--- src/rtl/branch_resolve_pipe.sv ---
// branch_resolve_pipe: one-cycle registered branch/jump resolution stage.
// Decodes MIPS conditional branches (including branch-likely forms), stages the
// resolved direction with a valid/ready handshake, reports mispredict and
// delay-slot annul, and keeps a PC-indexed 2-bit branch history table whose MSB
// is served to fetch as the prediction.
// Optional build macro: BRANCH_STATS_EN adds saturating branch/mispredict counters.

module branch_resolve_pipe #(
    parameter int WIDTH     = 32,
    parameter int BHT_DEPTH = 64
) (
    input  logic             CLK,
    input  logic             RESET,
    input  logic [31:0]      Fetch_PC,
    output logic             Fetch_pred_taken,
    input  logic             In_valid,
    output logic             In_ready,
    input  logic [31:0]      Instr_input,
    input  logic [31:0]      PC,
    input  logic [WIDTH-1:0] OpA,
    input  logic [WIDTH-1:0] OpB,
    input  logic             Jump,
    input  logic             In_pred_taken,
    input  logic             Flush,
    output logic             Out_valid,
    input  logic             Out_ready,
    output logic             Out_taken,
    output logic             Out_is_branch,
    output logic             Out_mispredict,
    output logic             Out_annul,
    output logic [31:0]      Out_PC
`ifdef BRANCH_STATS_EN
    ,
    output logic [31:0]      Stat_branches,
    output logic [31:0]      Stat_mispredicts
`endif
);

    localparam int IDX_BITS = $clog2(BHT_DEPTH);

    // Returns {is_conditional_branch, is_likely, condition_true}.
    function automatic logic [2:0] decode_f(
        input logic [5:0]       op,
        input logic [4:0]       rt,
        input logic [WIDTH-1:0] a,
        input logic [WIDTH-1:0] b
    );
        logic a_neg;
        logic a_zero;
        logic is_cond;
        logic likely;
        logic cond;
        a_neg   = a[WIDTH-1];
        a_zero  = (a == {WIDTH{1'b0}});
        is_cond = 1'b0;
        likely  = 1'b0;
        cond    = 1'b0;
        case (op)
            6'b000001: begin
                // REGIMM: rt[4] selects the linking form, rt[1] the likely form.
                case (rt)
                    5'b00000, 5'b10000, 5'b00010, 5'b10010: begin
                        is_cond = 1'b1;
                        likely  = rt[1];
                        cond    = a_neg;
                    end
                    5'b00001, 5'b10001, 5'b00011, 5'b10011: begin
                        is_cond = 1'b1;
                        likely  = rt[1];
                        cond    = !a_neg;
                    end
                    default: begin
                        is_cond = 1'b0;
                    end
                endcase
            end
            6'b000100, 6'b010100: begin
                is_cond = 1'b1;
                likely  = op[4];
                cond    = (a == b);
            end
            6'b000101, 6'b010101: begin
                is_cond = 1'b1;
                likely  = op[4];
                cond    = (a != b);
            end
            6'b000110, 6'b010110: begin
                is_cond = 1'b1;
                likely  = op[4];
                cond    = a_neg || a_zero;
            end
            6'b000111, 6'b010111: begin
                is_cond = 1'b1;
                likely  = op[4];
                cond    = !a_neg && !a_zero;
            end
            default: begin
                is_cond = 1'b0;
            end
        endcase
        return {is_cond, likely, cond};
    endfunction

    // Saturating 2-bit history counter step.
    function automatic logic [1:0] bht_next_f(input logic [1:0] ctr, input logic taken);
        logic [1:0] nxt;
        nxt = ctr;
        if (taken) begin
            if (ctr != 2'b11) begin
                nxt = ctr + 2'b01;
            end else begin
                nxt = ctr;
            end
        end else begin
            if (ctr != 2'b00) begin
                nxt = ctr - 2'b01;
            end else begin
                nxt = ctr;
            end
        end
        return nxt;
    endfunction

    logic [1:0]          bht_r [BHT_DEPTH];
    logic                out_valid_r;
    logic                out_taken_r;
    logic                out_is_branch_r;
    logic                out_is_cond_r;
    logic                out_mispredict_r;
    logic                out_annul_r;
    logic [31:0]         out_pc_r;

    logic [2:0]          dec_s;
    logic                taken_s;
    logic                is_branch_s;
    logic                is_cond_s;
    logic                annul_s;
    logic                mispredict_s;
    logic                in_ready_s;
    logic                accept_s;
    logic                out_hs_s;
    logic [IDX_BITS-1:0] fetch_idx_s;
    logic [IDX_BITS-1:0] upd_idx_s;
    logic                unused_s;

    assign in_ready_s  = !out_valid_r || Out_ready;
    assign accept_s    = In_valid && in_ready_s && !Flush;
    assign out_hs_s    = out_valid_r && Out_ready && !Flush;
    assign fetch_idx_s = Fetch_PC[IDX_BITS+1:2];
    assign upd_idx_s   = out_pc_r[IDX_BITS+1:2];

    // Instruction fields and PC bits outside the decode and index ranges.
    assign unused_s = ^{Instr_input[25:21], Instr_input[15:0],
                        Fetch_PC[31:IDX_BITS+2], Fetch_PC[1:0]};

    // Resolve the incoming instruction; a jump overrides the opcode decode.
    always_comb begin
        dec_s = decode_f(Instr_input[31:26], Instr_input[20:16], OpA, OpB);
        if (Jump) begin
            taken_s     = 1'b1;
            is_branch_s = 1'b1;
            is_cond_s   = 1'b0;
            annul_s     = 1'b0;
        end else begin
            taken_s     = dec_s[0];
            is_branch_s = dec_s[2];
            is_cond_s   = dec_s[2];
            annul_s     = dec_s[1] && !dec_s[0];
        end
        mispredict_s = is_branch_s && (taken_s != In_pred_taken);
    end

    // Result staging register with valid/ready hold; flush beats a new accept.
    always_ff @(posedge CLK) begin
        if (RESET) begin
            out_valid_r      <= 1'b0;
            out_taken_r      <= 1'b0;
            out_is_branch_r  <= 1'b0;
            out_is_cond_r    <= 1'b0;
            out_mispredict_r <= 1'b0;
            out_annul_r      <= 1'b0;
            out_pc_r         <= 32'h0000_0000;
        end else if (Flush) begin
            out_valid_r      <= 1'b0;
            out_mispredict_r <= 1'b0;
            out_annul_r      <= 1'b0;
        end else if (accept_s) begin
            out_valid_r      <= 1'b1;
            out_taken_r      <= taken_s;
            out_is_branch_r  <= is_branch_s;
            out_is_cond_r    <= is_cond_s;
            out_mispredict_r <= mispredict_s;
            out_annul_r      <= annul_s;
            out_pc_r         <= PC;
        end else if (out_hs_s) begin
            out_valid_r      <= 1'b0;
            out_mispredict_r <= 1'b0;
            out_annul_r      <= 1'b0;
        end else begin
            out_valid_r      <= out_valid_r;
        end
    end

    // Branch history table: reset to weakly not-taken, trained on retiring conditional branches.
    always_ff @(posedge CLK) begin
        if (RESET) begin
            for (int i = 0; i < BHT_DEPTH; i++) begin
                bht_r[i] <= 2'b01;
            end
        end else if (out_hs_s && out_is_cond_r) begin
            bht_r[upd_idx_s] <= bht_next_f(bht_r[upd_idx_s], out_taken_r);
        end else begin
            bht_r[upd_idx_s] <= bht_r[upd_idx_s];
        end
    end

    assign Fetch_pred_taken = bht_r[fetch_idx_s][1];
    assign In_ready         = in_ready_s;
    assign Out_valid        = out_valid_r;
    assign Out_taken        = out_taken_r;
    assign Out_is_branch    = out_is_branch_r;
    assign Out_mispredict   = out_mispredict_r;
    assign Out_annul        = out_annul_r;
    assign Out_PC           = out_pc_r;

`ifdef BRANCH_STATS_EN
    logic [31:0] stat_br_r;
    logic [31:0] stat_mp_r;

    // Saturating counters of retired branches and mispredicts.
    always_ff @(posedge CLK) begin
        if (RESET) begin
            stat_br_r <= 32'h0000_0000;
            stat_mp_r <= 32'h0000_0000;
        end else if (out_hs_s && out_is_branch_r) begin
            if (stat_br_r != 32'hFFFF_FFFF) begin
                stat_br_r <= stat_br_r + 32'd1;
            end else begin
                stat_br_r <= stat_br_r;
            end
            if (out_mispredict_r && (stat_mp_r != 32'hFFFF_FFFF)) begin
                stat_mp_r <= stat_mp_r + 32'd1;
            end else begin
                stat_mp_r <= stat_mp_r;
            end
        end else begin
            stat_br_r <= stat_br_r;
            stat_mp_r <= stat_mp_r;
        end
    end

    assign Stat_branches    = stat_br_r;
    assign Stat_mispredicts = stat_mp_r;
`endif

endmodule

--- config.mk ---
export PLATFORM = sky130hd
export DESIGN_NAME = branch_resolve_pipe
export DESIGN_NICKNAME = d
export VERILOG_FILES = /design/src/rtl/branch_resolve_pipe.sv
export SDC_FILE = /design/constraint.sdc
export NUM_CORES = 1
export LEC_CHECK = 0
export CORE_MARGIN = 2
export CORE_UTILIZATION = 55
export DETAILED_ROUTE_END_ITERATION = 12
export PLACE_DENSITY = 0.89
export SYNTH_ARGS = -nofsm -noshare
export SYNTH_HDL_FRONTEND = slang
export SYNTH_SLANG_ARGS = --single-unit
--- constraint.sdc ---
create_clock -name CLK -period 9.9 [get_ports CLK]
set_input_delay 1.98 -clock CLK [delete_from_list [all_inputs] [get_ports CLK]]
set_output_delay 1.98 -clock CLK [all_outputs]
set_load 0.05 [all_outputs]
# Word-level counts from Yosys, hierarchy flattened
# Memory sizes are Yosys's and may differ from the RTL's. A register that Yosys moved wholly into a read port is not among the register bits.
# Cells that the tools add are included.
[op_classes]
add_sub_neg = 2
n_eq_ne = 20
muxes = 33
bitwise = 2
n_reduce_logical = 30
[op_table]
columns = ["operator", "n"]
rows = [
  ["$eq 32x32->1", 1],
  ["$logic_not 32->1", 1],
  ["$ne 32x32->1", 1],
  ["$eq 6x3->1 const B", 4],
  ["$eq 6x5->1 const B", 4],
  ["$eq 5x5->1 const B", 4],
  ["$mux 1", 19],
  ["$mux 6", 3],
  ["$reduce_or 8->1", 2],
  ["$mux 2", 7],
  ["$reduce_or 2->1", 6],
  ["$eq 5x2->1 const B", 2],
  ["$logic_and 1x1->1", 8],
  ["$reduce_or 4->1", 2],
  ["$eq 6x1->1 const B", 1],
  ["$pmux 1 s2", 3],
  ["$eq 5x1->1 const B", 1],
  ["$logic_not 1->1", 5],
  ["$logic_not 5->1", 1],
  ["$pmux 1 s5", 1],
  ["$reduce_bool 2->1", 2],
  ["$add 2x1->2 const B", 1],
  ["$logic_or 1x1->1", 2],
  ["$ne 2x2->1 const B", 1],
  ["other kinds (5)", 5],
]
[totals]
reg_bits = 38
ram_bits = 128
in_bits = 167
output_inout_bits = 39
elab_cells = 95
mem_count = 1
[mem_list]
columns = ["memory", "depth", "word_bits", "read_ports", "rd_ports_with_merged_regs", "wr", "line_no", "text"]
rows = [
  ["bht_r", 64, 2, 2, 1, 64, "124", "logic [1:0] bht_r [BHT_DEPTH];"],
]

# Depth between registers and ports, before layout
# Gate-level depths: netlist of the first run.
[logic_depth]
ltp_word = 9
mapped_depth = 13
depth_no_buf = 8

# Least setup slack after synthesis of the first run
# Ideal clock, no wire load.
[synth_path]
path_kind = "input -> output"
from = "input Fetch_PC[2]"
to = "output Fetch_pred_taken"
t_arrival_ns = 4.551
required_ns = 7.920
path_slack_ns = 3.369
path_stages = 5
path_buffers = 2
path_cell_list = "clkbuf_1 > buf_1 > mux4_2 > mux4_2 > mux4_2"
[synth_between]
elab_chain_cells = 1
[synth_lines]
columns = ["item", "line_no", "text"]
rows = [
  ["from (decl)", "14", "input logic [31:0] Fetch_PC,"],
  ["$mem_v2 64x2", "n/a", ""],
  ["to (decl)", "15", "output logic Fetch_pred_taken,"],
]
# No other way between the ends.

# Worst setup path after layout of the first run
# Ends and elaborated chain as after synthesis.

==> results by group, run 1 <==
Worst setup path
  – Worst path required time: 7920 ps
  – Crit end category: primary output
  – Classification of the worst setup path: in2out
  – Largest fanout of any net on the critical path: 16
  – Arrival time of data at the critical path endpoint: 5580 ps
  – Type of element launching the critical path: input port

Floorplan
  – I/O pin cnt: 206
  – Initial cell density of the core: 56.7%
  – Die Area: 17600 sq um
  – Die X-Extent: 132 microns
  – Std cell rows: 46
  – Die Y-Extent: 132 microns
  – Core area: 16000 sq um

Cells and area
  – # nets final: 1103
  – Number of diodes: 0
  – Layout-stage area growth over the synthesis result: 24.7%
  – Combined flip-flop and latch cell area: 4730 sq um
  – Layout cells sized above 1: 13.8%
  – Multi-input gate area: 4040 sq um
  – Fillers: 1138

Synth
  – Predominant post-synthesis flop cell: sky130_fd_sc_hd__edfxtp_1
  – Compound-Gate Fraction of Synth Area: 5.03%
  – Instance count of the mapped netlist: 817
  – Most repeated cell in the gate-level netlist after synthesis: sky130_fd_sc_hd__nand2_1
  – Arithmetic-cell share of the synthesized area counting full adders, half adders and majority gates: 0.110%
  – Fraction of synthesized cell area taken by the top area cell type: 42.3%
  – Count of unique library cells instantiated by Yosys: 55
  – Fraction of synthesized area in multiplexers: 14.2%
  – Dominant cell type by area after synthesis: sky130_fd_sc_hd__edfxtp_1
  – Largest family of logic cells by synthesized area: simple AND/OR/NAND/NOR gates
  – Post-synthesis simple-gate area fraction: 21.6%
  – Fraction of registers with async set or reset after synthesis: 0%
  – Post-synthesis share of cell area spent on xor and xnor gates: 3.28%
  – Share of synthesized area occupied by flip-flops and latches: 52.0%
  – Synth top area cells: sky130_fd_sc_hd__edfxtp_1, sky130_fd_sc_hd__mux4_2, sky130_fd_sc_hd__dfxtp_1
  – EDFF count, synth: 128
  – Number of storage elements in the synthesis netlist: 172
  – Mapped cell area: 9080 sq um
  – Average instance area after synthesis: 11.1 sq um
  – Top cell types by occurrence after synthesis: sky130_fd_sc_hd__nand2_1, sky130_fd_sc_hd__edfxtp_1, sky130_fd_sc_hd__nor2_1, sky130_fd_sc_hd__mux4_2, sky130_fd_sc_hd__nand2b_1
  – Yosys warnings: 0
  – Net count after synthesis: 984

CTS
  – Number of sinks handled by clock tree synthesis: 172
  – Clock transition at the registers of the reported paths: 60 ps
  – # resized after CTS: 0
  – CTS Buffer Depth: 2
  – CTS Hold Buffers Added: 0
  – Worst-Skew Late Latency: 440 ps
  – Setup bufs post-CTS: 0
  – TritonCTS clock tree: done
  – Number of buffers created by CTS: 17
  – Root Buffer Master: sky130_fd_sc_hd__clkbuf_16
  – CTS H-tree depth: 4

Run status
  – Run status: finished clean

Pwr
  – Internal power contribution: 0.00132 W
  – Flop pwr share: 45.8%
  – Cell area power density: 157 nW/um^2
  – Worst ir drop on vdd: 0.000134 V
  – Switching part of the total: 25.8%
  – Leakage power: 3.44 nW
  – Power dissipated by switching net loads: 0.000459 W
  – Combinational group share of total power: 14.9%
  – Clock Power Share: 39.3%

Detailed routing
  – Remaining antenna violation count after routing: 0
  – Drt initial violations: 701
  – Average wire per cell in the routed design: 22.5 microns
  – WL met2: 13500 microns
  – Post-route met1 wirelength: 8390 microns
  – Number of iterations in the first detailed-routing pass: 7
  – Number of vias after detailed routing: 7349
  – Detail Route met3 WL: 2970 microns
  – DRC errors left: 0
  – Detailed-route vias per instance: 6.31
  – Topmost layer with routed signal wires: met4
  – Routed wire length: 26300 microns

Flow run
  – # Max-Cap Violations: 0

Placed design
  – HPWL after detailed placement: 18100 microns
  – GP Congestion: 0.971
  – Count of buffers from port buffering: 157

Timing
  – Unrepaired setup endpoints after global routing: no
  – Portion of the clock cycle consumed by the worst path in the final layout: 76.4%
  – Setup violations, final: 0
  – Final worst hold slack: 456 ps
  – Setup TNS: 0 ps
  – Max-slew headroom: 18.7%
  – Final hold vios: 0
  – Largest clock skew in the final design: 8.52 ps
  – Crit path time final: 7560 ps
  – Worst-margin pin slew: 1210 ps
  – Maximum clock rate: 132 MHz
  – Max-slew violations: 0

Global routing
  – Maximum number of pins on one net before global-route repair: 79
  – Number of global-route vias before repair: 7430
  – Grt ovf: 0
  – Number of antenna violations at the first check in global routing: 0
  – Global-route wire length before repair: 40300 microns
  – Total track usage: 30.7%

Min path
  – Path class of the lowest-slack min-delay path: reg2reg
## power by group through the flow
stage / Clock (W) / Sequential, W / Combinational (W)
final: 0.000701 / 0.000816 / 0.000266
after global routing: 0.000727 / 0.000818 / 0.000279
after CTS: 0.000700 / 0.000815 / 0.000263
after detailed placement: 0 / 0.000830 / 0.000260
after global placement: 0 / 0.000828 / 0.000257
after floorplan: 0 / 0.000837 / 0.000145
## path summary, 6_finish.rpt
| check | from | endpoint | slack, ps | cells after the start |
|---|---|---|---|---|
| setup / recovery | Fetch_PC[2] | Fetch_pred_taken | 2340 | 5 |
| hold reg to reg | Out_PC[29] | Out_PC[29] | 460 | 2 |
| setup reg to reg | flop | bht_r[4][0] | 5430 | 9 |
| hold / removal | Out_PC[29] | Out_PC[29] | 460 | 2 |
## per-layer routing
layer / vias to the layer above / global-route usage [%]
met4: 0 / 16.6
li1: 3213 / -
met1: 3503 / 33.2
met5: - / 0
met3: 104 / 9.00
met2: 529 / 54.3
## metrics by stage
step	total power, W	setup slack (ps)	std cells	instance area [sq um]	utilization [%]
after floorplan	0.000982	3370	817	9080	-
after global placement	0.00109	2350	1133	10700	66.8
after CTS	0.00178	2290	1165	11300	70.8
final	0.00178	2340	1165	11300	70.8
after detailed placement	0.00109	2300	1133	10700	66.8
after global routing	0.00182	2160	1165	11300	70.8
## area by class of cell
type                    instances  share of cell area [%]
clock buffers                  22                    4.76
clock inverters                10                   0.818
inverters                       5                   0.166
multi-input cells             574                    35.7
flip-flops and latches        172                    41.8
well taps                     216                    2.39
repair buffers                166                    14.4
## cell families (layout without fill, tap and decap cells)
family	Yosys count	after routing
AND/OR/NAND/NOR	407	407
flip-flops	172	172
buffers and inverters	71	203
AO/OA/AOI/OAI	70	70
multiplexers	62	62
XOR/XNOR	34	34
adder cells (fa/ha/maj)	1	1
## worst max-delay path, cell delays in order
cell	delay, ps
sky130_fd_sc_hd__clkdlybuf4s50_1	1250
sky130_fd_sc_hd__mux4_2	670
sky130_fd_sc_hd__mux4_2	470
sky130_fd_sc_hd__mux4_2	470
sky130_fd_sc_hd__clkdlybuf4s50_1	720
## state kept, by name, indices dropped and copies added (netlist names), named ones only
signal          cells
Out_valid           1
out_is_cond_r       1
bht_r             128
Out_annul           1
Out_PC             32
Out_is_branch       1
Out_taken           1
Out_mispredict      1
## cell usage in the layout, fill, tap and decap left out, types with 21 or more instances in the layout
master	instances
sky130_fd_sc_hd__clkdlybuf4s50_1	156
sky130_fd_sc_hd__nand2_1	136
sky130_fd_sc_hd__edfxtp_1	128
sky130_fd_sc_hd__nor2_1	74
sky130_fd_sc_hd__mux4_2	53
sky130_fd_sc_hd__nand2b_1	46
sky130_fd_sc_hd__dfxtp_1	42
sky130_fd_sc_hd__nand3_1	41
sky130_fd_sc_hd__a21oi_1	36
sky130_fd_sc_hd__xnor2_1	32
sky130_fd_sc_hd__nor3_1	27
sky130_fd_sc_hd__or2_2	23
sky130_fd_sc_hd__clkbuf_16	21
Power figures use the tool's default switching activity.
==> run 2, diff against run 1 <==
Settings changed: CORE_UTILIZATION 55 to 46, PLACE_DENSITY 0.89 to 0.8.
Clock period 9.9 ns to 6.5 ns, I/O delays scaled along.
==> run 2 against run 1 <==
Non-clock buffer count grew 3. Setup slack lost 1500 ps. Critical path type unchanged. Clock skew grew 1.5 ps. Via count shrank 2.6%.
==> results by group, run 2 (synthesis gave the netlist of run 1 again) <==
Run status
  – Run status: finished clean

Cells and area
  – Layout cells sized above 1: 14.0%
  – Fillers: 1599
  – Area of all placed cells without fillers: 11400 sq um
  – Share of the core filled with cells in the final layout: 58.6%
  – Most frequent standard cell in the layout excluding fill and tap cells: sky130_fd_sc_hd__clkdlybuf4s50_1
  – Number of diodes: 0
  – # nets final: 1106
  – Post-Layout Cell Count: 1217
  – Layout-stage area growth over the synthesis result: 25.2%
  – Number of flip-flops in the largest register: 128
  – Combined flip-flop and latch cell area: 4730 sq um
  – Commonest cells after routing, fill and taps aside: sky130_fd_sc_hd__clkdlybuf4s50_1, sky130_fd_sc_hd__nand2_1, sky130_fd_sc_hd__edfxtp_1, sky130_fd_sc_hd__nor2_1, sky130_fd_sc_hd__mux4_2
  – Multi-input gate area: 4050 sq um
  – Register with the highest flop count: bht_r

Worst setup path
  – Crit end category: primary output
  – Largest fanout of any net on the critical path: 16
  – Type of element launching the critical path: input port
  – Arrival time of data at the critical path endpoint: 4340 ps
  – Slack of the worst reg-to-reg path: 2100 ps
  – Classification of the worst setup path: in2out
  – Destination of the worst register-to-register timing path: bht_r[31][1]
  – Depth of the worst register-to-register path: 8
  – Worst path required time: 5200 ps

Detailed routing
  – DRC errors left: 0
  – Number of vias after detailed routing: 7156
  – Drt initial violations: 577
  – Remaining antenna violation count after routing: 0
  – Detailed-route vias per instance: 5.88
  – Number of iterations in the first detailed-routing pass: 5
  – Average wire per cell in the routed design: 21.3 microns
  – Routed wire length: 25900 microns

Global routing
  – Number of global-route vias before repair: 7115
  – Maximum number of pins on one net before global-route repair: 83
  – Total track usage: 25.8%
  – Grt ovf: 0
  – Global-route wire length before repair: 39200 microns
  – Number of antenna violations at the first check in global routing: 0

Timing
  – Setup TNS: 0 ps
  – Worst-margin pin slew: 1180 ps
  – Largest clock skew in the final design: 9.99 ps
  – Portion of the clock cycle consumed by the worst path in the final layout: 86.8%
  – Max-slew headroom: 21.2%
  – Unrepaired setup endpoints after global routing: no
  – Setup violations, final: 0
  – Final hold vios: 0
  – Crit path time final: 5640 ps
  – Maximum clock rate: 177 MHz
  – Max-slew violations: 0

Placed design
  – Count of buffers from port buffering: 157
  – HPWL after detailed placement: 18400 microns
  – Placed standard-cell area: 10800 sq um
  – Placed cells: 1185
  – GP Congestion: 1.04

Min path
  – Hold path start: Out_PC[15]
  – Path class of the lowest-slack min-delay path: reg2reg
  – WHS Endpoint: Out_PC[15]
  – Cell count of the worst hold path: 2

CTS
  – CTS H-tree depth: 4
  – CTS Hold Buffers Added: 0
  – CTS Buffer Depth: 2
  – Root Buffer Master: sky130_fd_sc_hd__clkbuf_16
  – Number of sinks handled by clock tree synthesis: 172
  – Worst-Skew Late Latency: 430 ps
  – Setup bufs post-CTS: 0
  – Number of buffers created by CTS: 17
  – # resized after CTS: 0
  – Clock transition at the registers of the reported paths: 60 ps
  – TritonCTS clock tree: done

Floorplan
  – I/O pin cnt: 206
  – Die Y-Extent: 144 microns
  – Core area: 19400 sq um
  – Die X-Extent: 144 microns
  – Die Area: 20900 sq um
  – Initial cell density of the core: 46.8%
  – Std cell rows: 51

Pwr
  – Total power draw: 0.00264 W
  – Cell area power density: 232 nW/um^2
  – Worst ir drop on vdd: 0.000164 V
  – Leakage power: 3.43 nW

Flow run
  – # Max-Cap Violations: 0
==> run 2: through the flow <==
step / hold slack, ps / setup WS (ps)
5_1_grt: 477 / 748
3_5_place_dp: 449 / 849
3_3_place_gp: 442 / 859
2_1_floorplan: 456 / 1330
4_1_cts: 457 / 850
6_report: 454 / 859
==> run 2: worst max-delay path, cell delays in order <==
cell and delay [ps]:
sky130_fd_sc_hd__clkdlybuf4s50_1 460, sky130_fd_sc_hd__buf_4 310, sky130_fd_sc_hd__mux4_2 550, sky130_fd_sc_hd__mux4_2 510
sky130_fd_sc_hd__mux4_2 480, sky130_fd_sc_hd__clkdlybuf4s50_1 720
==> run 2: report_power, final <==
part           switching, W  total [W]  internal [W]  leakage (nW)
combinational      0.000230   0.000409      0.000179          1.68
clock              0.000421   0.000991      0.000570         0.292
sequential        0.0000335    0.00124       0.00120          1.46
total              0.000684    0.00264       0.00195          3.43
==> run 2: cell type report <==
| cell class | instances | share of cell area (%) |
|---|---|---|
| Sequential cell | 172 | 41.6 |
| Multi-Input combinational cell | 574 | 35.6 |
| Timing Repair Buffer | 169 | 14.6 |
| Clock buffer | 23 | 4.62 |
| Tap cell | 265 | 2.92 |
| Clock inverter | 9 | 0.495 |
| Inverter | 5 | 0.165 |
==> run 2: how the worst max path moves through the flow <==
stage	slack (ps)	startpoint	end
global placement	860	Fetch_PC[2]	Fetch_pred_taken
floorplan	1330	Fetch_PC[2]	Fetch_pred_taken
finish	860	Fetch_PC[2]	Fetch_pred_taken
CTS	850	Fetch_PC[2]	Fetch_pred_taken
global route	750	Fetch_PC[2]	Fetch_pred_taken
detailed placement	850	Fetch_PC[2]	Fetch_pred_taken
==> run 2: per-layer routing <==
metal  vias up  GRT usage, %  part of all wire (%)
li1       3220             -                     -
met1      3441          28.6                    34
met2       422          46.1                    51
met3        73          7.09                   9.6
met4         0          11.7                   4.8
met5         -             0                     0
==> run 3, diff against run 2 <==
Settings changed: CORE_MARGIN 2 to 1.5.
==> run 3 against run 2 <==
Critical path depth stayed put. First-iteration DRC count is 25% higher. Wire length down 0.42%. Non-clock buffer count unchanged. Final area grew 0.20%. Fmax shrank 0.15%. Largest cell class unchanged.
==> results by group, run 3 (synthesis gave the netlist of run 1 again) <==
Min path
  – Cell count of the worst hold path: 2
  – WHS Endpoint: Out_PC[15]
  – Hold path start: Out_PC[15]
  – Path class of the lowest-slack min-delay path: reg2reg

CTS
  – Setup bufs post-CTS: 0
  – TritonCTS clock tree: done
  – CTS H-tree depth: 4
  – Worst-Skew Late Latency: 440 ps
  – # resized after CTS: 0
  – Root Buffer Master: sky130_fd_sc_hd__clkbuf_16
  – Number of buffers created by CTS: 17
  – Clock transition at the registers of the reported paths: 70 ps
  – Number of sinks handled by clock tree synthesis: 172
  – CTS Hold Buffers Added: 0
  – CTS Buffer Depth: 2

Floorplan
  – Die X-Extent: 143 microns
  – Die Y-Extent: 143 microns
  – Core area: 19400 sq um
  – I/O pin cnt: 206
  – Std cell rows: 51
  – Initial cell density of the core: 46.8%
  – Die Area: 20600 sq um

Timing
  – Max-slew headroom: 19.7%
  – Largest clock skew in the final design: 10.2 ps
  – Setup violations, final: 0
  – Portion of the clock cycle consumed by the worst path in the final layout: 86.9%
  – Max-slew violations: 0
  – Crit path time final: 5650 ps
  – Final hold vios: 0
  – Worst-margin pin slew: 1200 ps
  – Maximum clock rate: 177 MHz
  – Setup TNS: 0 ps
  – Unrepaired setup endpoints after global routing: no

Cells and area
  – Layout-stage area growth over the synthesis result: 25.4%
  – Register with the highest flop count: bht_r
  – Most frequent standard cell in the layout excluding fill and tap cells: sky130_fd_sc_hd__clkdlybuf4s50_1
  – Post-Layout Cell Count: 1217
  – Area of all placed cells without fillers: 11400 sq um
  – Share of the core filled with cells in the final layout: 58.7%
  – Commonest cells after routing, fill and taps aside: sky130_fd_sc_hd__clkdlybuf4s50_1, sky130_fd_sc_hd__nand2_1, sky130_fd_sc_hd__edfxtp_1, sky130_fd_sc_hd__nor2_1, sky130_fd_sc_hd__mux4_2
  – Layout cells sized above 1: 14.1%
  – Number of diodes: 0
  – # nets final: 1106
  – Number of flip-flops in the largest register: 128

Pwr
  – Clock Power Share: 39.1%
  – Total power draw: 0.00270 W
  – Leakage power: 3.43 nW
  – Cell area power density: 237 nW/um^2
  – Combinational group share of total power: 15.1%
  – Power dissipated by switching net loads: 0.000734 W
  – Flop pwr share: 45.9%
  – Worst ir drop on vdd: 0.000178 V
  – Switching part of the total: 27.2%
  – Internal power contribution: 0.00196 W

Detailed routing
  – Routed wire length: 25800 microns
  – Average wire per cell in the routed design: 21.2 microns
  – Number of iterations in the first detailed-routing pass: 6
  – Remaining antenna violation count after routing: 0
  – Number of vias after detailed routing: 7136
  – Detailed-route vias per instance: 5.86
  – Drt initial violations: 723
  – DRC errors left: 0

Flow run
  – # Max-Cap Violations: 0

Worst setup path
  – Depth of the worst register-to-register path: 8
  – Classification of the worst setup path: in2out
  – Slack of the worst reg-to-reg path: 2220 ps
  – Crit path top cell by count: sky130_fd_sc_hd__mux4_2
  – Largest fanout of any net on the critical path: 16
  – Type of element launching the critical path: input port
  – Worst path required time: 5200 ps
  – Arrival time of data at the critical path endpoint: 4350 ps
  – Ordered cell list for the critical path: clkdlybuf4s50_1 -> buf_4 -> mux4_2 -> mux4_2 -> mux4_2 -> clkdlybuf4s50_1
  – Crit end category: primary output
  – Destination of the worst register-to-register timing path: bht_r[5][1]
  – Slowest-stage cell, CP: sky130_fd_sc_hd__clkdlybuf4s50_1
  – Maximum cell stage delay along the critical path: 720 ps

Global routing
  – Grt ovf: 0
  – Number of global-route vias before repair: 7182
  – Maximum number of pins on one net before global-route repair: 63
  – Total track usage: 26.2%
  – Number of antenna violations at the first check in global routing: 0
  – Global-route wire length before repair: 39100 microns

Placed design
  – GP Congestion: 0.941
  – HPWL after detailed placement: 18100 microns
  – Placed standard-cell area: 10800 sq um
  – Placed cells: 1185
  – Count of buffers from port buffering: 157

Run status
  – Run status: finished clean
run 3: changes by cell type in the layout (fill, tap and decap cells not counted), moves of 2 or more:
cell                        previous run  this run
sky130_fd_sc_hd__bufinv_16             0         2
sky130_fd_sc_hd__inv_6                 0         8
sky130_fd_sc_hd__clkinv_2              5         0
sky130_fd_sc_hd__clkbuf_16            20        17
sky130_fd_sc_hd__inv_8                 0         2
run 3: power groups by stage:
stage | Sequential [W] | Clock (W) | Combinational [W]
floorplan | 0.00128 | 0 | 0.000221
global placement | 0.00126 | 0 | 0.000397
detailed placement | 0.00126 | 0 | 0.000403
CTS | 0.00124 | 0.00105 | 0.000404
global route | 0.00124 | 0.00109 | 0.000429
finish | 0.00124 | 0.00105 | 0.000406
run 3: how the worst max path moves through the flow:
stage / startpoint / to / slack [ps] / depth (start not counted)
finish: Fetch_PC[2] / Fetch_pred_taken / 850 / 6
global route: Fetch_PC[2] / Fetch_pred_taken / 750 / 6
CTS: Fetch_PC[2] / Fetch_pred_taken / 820 / 6
detailed placement: Fetch_PC[2] / Fetch_pred_taken / 820 / 6
global placement: Fetch_PC[2] / Fetch_pred_taken / 860 / 6
floorplan: Fetch_PC[2] / Fetch_pred_taken / 1330 / 5
run 3: final cells by class:
class / instances / area (sq um)
multi-input cells: 574 / 4050
inverters: 5 / 18.8
flip-flops and latches: 172 / 4730
clock buffers: 17 / 425
fillers: 1584 / 8010
repair buffers: 169 / 1660
well taps: 265 / 332
clock inverters: 15 / 176
run 3: per-stage QoR:
step | setup WS [ps] | hold slack, ps
4_1_cts | 821 | 459
3_3_place_gp | 860 | 443
3_5_place_dp | 821 | 450
6_report | 851 | 458
2_1_floorplan | 1330 | 456
5_1_grt | 749 | 473
run 3: per-layer routing:
metal	up-vias	track usage, %	wire (microns)
li1	3220	-	-
met1	3400	28.4	8620
met2	453	47.1	13400
met3	63	6.93	2730
met4	0	12.8	1080
met5	-	0	0
run 3: critical path, delay by kind of cell:
| kind | cells | cell delay [ps] |
|---|---|---|
| buf+inv | 3 | 1480 |
| mux | 3 | 1560 |
